File: src/rtl/ram_bist_seq.sv
// Write/read-back BIST sequencer for asynchronous ram128x16-family SRAMs.
// Define RAM_BIST_INVERT_EN to add a second pass using the inverted pattern.
module ram_bist_seq #(
  parameter int          DATA_W   = 16,
  parameter int          ADDR_W   = 7,
  parameter logic [15:0] SEED_DEF = 16'd9804
) (
  input  logic              clk,
  input  logic              _rst,
  input  logic              start,
  input  logic              seed_ld,
  input  logic [DATA_W-1:0] seed,
  output logic              busy,
  output logic              done,
  output logic              pass,
  output logic [ADDR_W+1:0] err_count,
  output logic [ADDR_W-1:0] first_err_adrs,
  output logic [DATA_W-1:0] first_err_data,
  output logic [ADDR_W-1:0] adrs,
  output logic [DATA_W-1:0] wdata,
  output logic              wdata_en,
  output logic              _ce,
  output logic              _we,
  output logic              _oe,
  input  logic [DATA_W-1:0] rdata
);

  typedef enum logic [2:0] {
    S_IDLE, S_W_SETUP, S_W_PULSE, S_W_HOLD, S_R_SETUP, S_R_SAMPLE, S_DONE
  } state_t;

  localparam logic [ADDR_W:0]   ADDR_LAST = {1'b0, {ADDR_W{1'b1}}};
  localparam logic [ADDR_W+1:0] ERR_MAX   = '1;

  state_t              state_q, state_d;
  logic [ADDR_W:0]     addr_q, addr_d;
  logic [DATA_W-1:0]   seed_q, seed_d;
  logic [ADDR_W+1:0]   err_q, err_d;
  logic [ADDR_W-1:0]   fadr_q, fadr_d;
  logic [DATA_W-1:0]   fdata_q, fdata_d;
  logic                done_q, done_d;
  logic                pass_q, pass_d;
  logic [DATA_W-1:0]   pat, exp_w;
  logic                last;

  assign pat  = seed_q + DATA_W'(addr_q[ADDR_W-1:0]);
  assign last = (addr_q == ADDR_LAST);

`ifdef RAM_BIST_INVERT_EN
  logic inv_q, inv_d;
  assign exp_w = inv_q ? ~pat : pat;
`else
  assign exp_w = pat;
`endif

  always_ff @(posedge clk or negedge _rst) begin
    if (!_rst) begin
      state_q <= S_IDLE;
      addr_q  <= '0;
      seed_q  <= '0;
      err_q   <= '0;
      fadr_q  <= '0;
      fdata_q <= '0;
      done_q  <= 1'b0;
      pass_q  <= 1'b0;
`ifdef RAM_BIST_INVERT_EN
      inv_q   <= 1'b0;
`endif
    end else begin
      state_q <= state_d;
      addr_q  <= addr_d;
      seed_q  <= seed_d;
      err_q   <= err_d;
      fadr_q  <= fadr_d;
      fdata_q <= fdata_d;
      done_q  <= done_d;
      pass_q  <= pass_d;
`ifdef RAM_BIST_INVERT_EN
      inv_q   <= inv_d;
`endif
    end
  end

  always_comb begin
    state_d = state_q;
    addr_d  = addr_q;
    seed_d  = seed_q;
    err_d   = err_q;
    fadr_d  = fadr_q;
    fdata_d = fdata_q;
    done_d  = done_q;
    pass_d  = pass_q;
`ifdef RAM_BIST_INVERT_EN
    inv_d   = inv_q;
`endif
    case (state_q)
      S_IDLE, S_DONE: begin
        if (start) begin
          seed_d  = seed_ld ? seed : DATA_W'(SEED_DEF);
          addr_d  = '0;
          err_d   = '0;
          fadr_d  = '0;
          fdata_d = '0;
          done_d  = 1'b0;
          pass_d  = 1'b0;
`ifdef RAM_BIST_INVERT_EN
          inv_d   = 1'b0;
`endif
          state_d = S_W_SETUP;
        end
      end
      S_W_SETUP: state_d = S_W_PULSE;
      S_W_PULSE: state_d = S_W_HOLD;
      S_W_HOLD: begin
        if (last) begin
          addr_d  = '0;
          state_d = S_R_SETUP;
        end else begin
          addr_d  = addr_q + 1'b1;
          state_d = S_W_SETUP;
        end
      end
      S_R_SETUP: state_d = S_R_SAMPLE;
      S_R_SAMPLE: begin
        if (rdata != exp_w) begin
          if (err_q != ERR_MAX) err_d = err_q + 1'b1;
          // err_q never returns to zero once bumped, so this marks the first miss
          if (err_q == '0) begin
            fadr_d  = addr_q[ADDR_W-1:0];
            fdata_d = rdata;
          end
        end
        if (last) begin
          addr_d  = '0;
`ifdef RAM_BIST_INVERT_EN
          if (!inv_q) begin
            inv_d   = 1'b1;
            state_d = S_W_SETUP;
          end else begin
            state_d = S_DONE;
            done_d  = 1'b1;
            pass_d  = (err_d == '0);
          end
`else
          state_d = S_DONE;
          done_d  = 1'b1;
          pass_d  = (err_d == '0);
`endif
        end else begin
          addr_d  = addr_q + 1'b1;
          state_d = S_R_SETUP;
        end
      end
      default: state_d = S_IDLE;
    endcase
  end

  // Strobes decode straight from state so an async reset forces them high at once
  always_comb begin
    _ce      = 1'b1;
    _we      = 1'b1;
    _oe      = 1'b1;
    wdata_en = 1'b0;
    case (state_q)
      S_W_SETUP, S_W_HOLD: begin _ce = 1'b0; wdata_en = 1'b1; end
      S_W_PULSE:           begin _ce = 1'b0; _we = 1'b0; wdata_en = 1'b1; end
      S_R_SETUP, S_R_SAMPLE: begin _ce = 1'b0; _oe = 1'b0; end
      default: ;
    endcase
  end

  assign busy           = (state_q != S_IDLE) && (state_q != S_DONE);
  assign done           = done_q;
  assign pass           = pass_q;
  assign err_count      = err_q;
  assign first_err_adrs = fadr_q;
  assign first_err_data = fdata_q;
  assign adrs           = addr_q[ADDR_W-1:0];
  assign wdata          = exp_w;

endmodule

File: config.mk
export PLATFORM = sky130hd
export DESIGN_NAME = ram_bist_seq
export DESIGN_NICKNAME = d
export VERILOG_FILES = /design/src/rtl/ram_bist_seq.sv
export SDC_FILE = /design/constraint.sdc
export NUM_CORES = 1
export LEC_CHECK = 0
export BUFFER_PORTS_ARGS = -buffer_cell sky130_fd_sc_hd__buf_2
export CAP_MARGIN = 20
export CORE_AREA = 2 2 95 97
export CTS_CLUSTER_DIAMETER = 50
export DETAILED_ROUTE_END_ITERATION = 7
export DIE_AREA = 0 0 97 99
export PLACE_DENSITY = 0.75
export SETUP_SLACK_MARGIN = 0.1
export SLEW_MARGIN = 20
export SYNTH_ARGS = -nofsm -noshare
export SYNTH_HDL_FRONTEND = slang
export SYNTH_SLANG_ARGS = --single-unit
File: constraint.sdc
create_clock -name clk -period 3.25 [get_ports clk]
set_input_delay 0.1625 -clock clk [delete_from_list [all_inputs] [get_ports clk]]
set_output_delay 0.1625 -clock clk [all_outputs]
set_load 0.005 [all_outputs]
==> summary.txt <==
Placed design
  – Post-Place Worst Slack: -6.87 ps
  – HPWL Detailed: 8.09 mm
  – DP Area: 4750 um2
  – Routability congestion estimate: about 0.92
  – Port-buffer cells: 97

Clocking
  – Num CTS Buffers: 9
  – CTS H-tree lvls: 3
  – Clock-pin slew on the worst setup and hold paths: 80 ps
  – Sink Count: 61
  – Clk Latency, worst-skew pair: 350 ps
  – CTS tree: done
  – Clk root buf: clkbuf_8
  – CTS max path bufs: 2

Power and ir drop
  – PwrDens: 733 nW/um2
  – Pleak: 0.00251 uW
  – VDD IR max: roughly 0.35 mV

Floorplanning
  – Rows: 34
  – I/O Pins: 98
  – Die area: 9600 um2
  – Die Width: 97 um
  – Initial Util: approximately half
  – Die Y: 99 um
  – Core footprint: about 8600 um2

Setup path
  – Setup crit end kind: register
  – Reg2reg end: err_count[6]
  – R2r startpoint: addr_q[0]
  – Setup CP Type: reg2reg
  – CP arrival: 3440 ps
  – Worst R2R Path Depth: 13
  – Worst Setup Start Kind: register
  – Register-to-Register Setup Slack: 50 ps
  – Crit-path cells: ha_4 -> fa_2 -> a211oi_4 -> buf_4 -> o21ai_0 -> nand3_1 -> o311ai_1 -> nor4_1 -> nand4_1 -> or2_4 -> buf_12 -> and2_4 -> a311oi_1
  – CP max stage delay: 420 ps
  – Slowest cell on the critical path: dfrtp_2
  – CP required: 3490 ps
  – Crit-path max FO: 15

GRT
  – Global-route wire length before repair: 18.1 mm
  – Antenna violations before repair: 0
  – GRT Overall Usage: between 20% and 30%
  – GRT overflow: 0
  – Vias in the first global route: 3710
  – Pin count of the biggest net entering global routing: 47

Synth
  – Largest area contributor in the netlist: dfrtp_1
  – Syn nets: 521
  – Simple-gate share of the synthesized area: between 20% and 30%
  – FF+latch count, synth: 61
  – Async SR Flop Fraction: 100%
  – Mux share of post-synthesis cell area: 6.41%
  – Synth top area share: 36.9%
  – Yosys warns: 0
  – Sequential area share after synthesis: about 37%
  – Most frequent cell after synthesis: nand2_1
  – Post-Syn Instances: 472
  – Adder-Cell Fraction of Synth Area: 4.11%
  – Mapped cell area: between 4000 and 5000 um2
  – Post-synth EDFFs: 0
  – Post-Syn Area per Cell: 8.76 um2
  – Synth top area cells: dfrtp_1, nand2_1, mux2i_1
  – XOR/XNOR Fraction of Synth Area: 6.90%
  – Compound-Gate Fraction of Synth Area: between 10% and 20%
  – Commonest cells in the netlist: nand2_1, dfrtp_1, inv_1, nor2_1, mux2i_1
  – Unique masters post-synth: 69
  – Commonest register cell after synthesis: dfrtp_1
  – Largest family of logic cells by synthesized area: simple AND/OR/NAND/NOR gates

Status
  – Status: complete, no violations

STA
  – Final setup fails: 0
  – Fin crit period: 3200 ps
  – Final Hold Viols: 0
  – Max Clk Rate: 312 MHz
  – Worst-margin pin slew: 824 ps
  – RSZ-0062 raised after global routing: true
  – Final period utilization: 98.5%
  – Slew headroom: 45.1%
  – Clock skew: 11.6 ps
  – Final worst slack: 48.7 ps
  – WHS: a little over 50 ps
  – Max Slew Vio Count: 0

Routing
  – Via count: between 3000 and 4000
  – TritonRoute pass-1 iters: 4
  – Met2 wire len: roughly 5.2 mm
  – WL met3: 838 um
  – Residual DRC count: 0
  – Wl on met1: slightly above 5 mm
  – Top sig layer: met4
  – DR iter-0 viols: between 200 and 250
  – Number of routed nets with antenna violations: 0
  – Routed wire length: around 11 mm
  – Avg Vias per Cell: 5.64
  – WL/cell: 16.4 um

Layout
  – Antenna Cells: 0
  – Fin area: 5120 um2
  – Syn-to-layout area delta: 23.7%
  – Ratio of cells with drive above 1 in the final layout: 29.3%
  – Layout Nets: 628

Run
  – Total of max-cap violations: 0

Min path
  – WHS Endpoint: seed_q[11]
  – Hold depth: 3
  – Hold_sp: seed[11]
  – Hold Crit Class: in2reg
cell type report:
type	instances	area (um2)
Clock buffer	9	124
Tap cell	108	135
Clock inverter	7	51.3
Inverter	39	146
Sequential cell	61	1530
Fill cell	750	3430
Multi-Input combinational cell	342	2360
Timing Repair Buffer	126	768
state kept, by name, summed over array words and instances, names as in the netlist:
signal	count
first_err_data	16
seed_q	16
err_count	9
addr_q	8
first_err_adrs	7
state_q	3
done	1
pass	1
cells in the final DEF, fill, tap and decap left out, types with 3 or more instances in the layout:
cell type / count
buf_2: 96
nand2_1: 79
dfrtp_1: 60
inv_1: 38
nor2_1: 33
buf_4: 25
mux2i_1: 23
nand3_1: 21
xnor2_1: 15
xor2_1: 15
a31oi_1: 14
o21ai_0: 13
ha_1: 10
clkbuf_8: 9
a21oi_1: 8
and3_1: 7
nand4_1: 7
and2_1: 5
nand2b_1: 5
nor3_1: 4
a41oi_1: 4
o31ai_1: 4
o211ai_2: 3
nand3b_1: 3
nor2b_1: 3
o211ai_1: 3
nor4_1: 3
nor3b_1: 3
a31o_1: 3
metal layers:
metal | GRT usage, % | vias up
li1 | - | 1845
met1 | 32.2 | 1860
met2 | 36.5 | 185
met3 | 4.54 | 16
met4 | 7.69 | 0
met5 | 0 | -
kinds of logic after synthesis:
logic type / Yosys count
and+or+nand+nor: 192
AOI/OAI and AO/OA: 80
buffers and inverters: 69
DFF: 61
xor gates and xnor gates: 31
muxes: 26
adders and majority gates: 13
critical path, delay by kind of cell (launching register included):
family / cells / cell delay (ps)
adder cells (fa/ha/maj): 2 / 550
buffers and inverters: 2 / 320
AO/OA/AOI/OAI: 4 / 760
flip-flops: 1 / 420
AND/OR/NAND/NOR: 5 / 1040
how the worst max path moves through the flow:
stage                         start                 to  slack (ps)  cells past startpoint
after floorplan           addr_q[0]  first_err_adrs[0]         120                     13
final                     addr_q[0]       err_count[6]          50                     13
after global placement    addr_q[0]       err_count[7]         100                     13
after global routing      addr_q[0]       err_count[6]        -110                     13
after detailed placement  seed_q[0]       err_count[6]          -7                     13
after CTS                 addr_q[0]       err_count[6]          80                     12
stage by stage:
step           setup TNS (ps)  util [%]  total power [uW]  std cells
6_report                    0      59.8              3750        692
5_1_grt                 -1880      59.8              4030        692
4_1_cts                     0      58.1              3670        684
3_5_place_dp            -10.7      55.5              3000        663
3_3_place_gp                0      55.5              2930        663
2_1_floorplan               0         -              2380        472
power breakdown:
group / leakage, uW / internal [uW] / switching, uW
Combinational: 0.00162 / 854 / 1030
Sequential: 0.000805 / 993 / 257
Clock: 0.0000856 / 278 / 333
what timing repair did:
item	CTS	global route
pin swaps	3	4
setup buffers	5	5
cloned	0	2
endpoints found under the hold margin	0	45
setup endpoints to repair	32	33
hold buffers	0	1
resized for setup	2	11
Power figures use the tool's default switching activity.
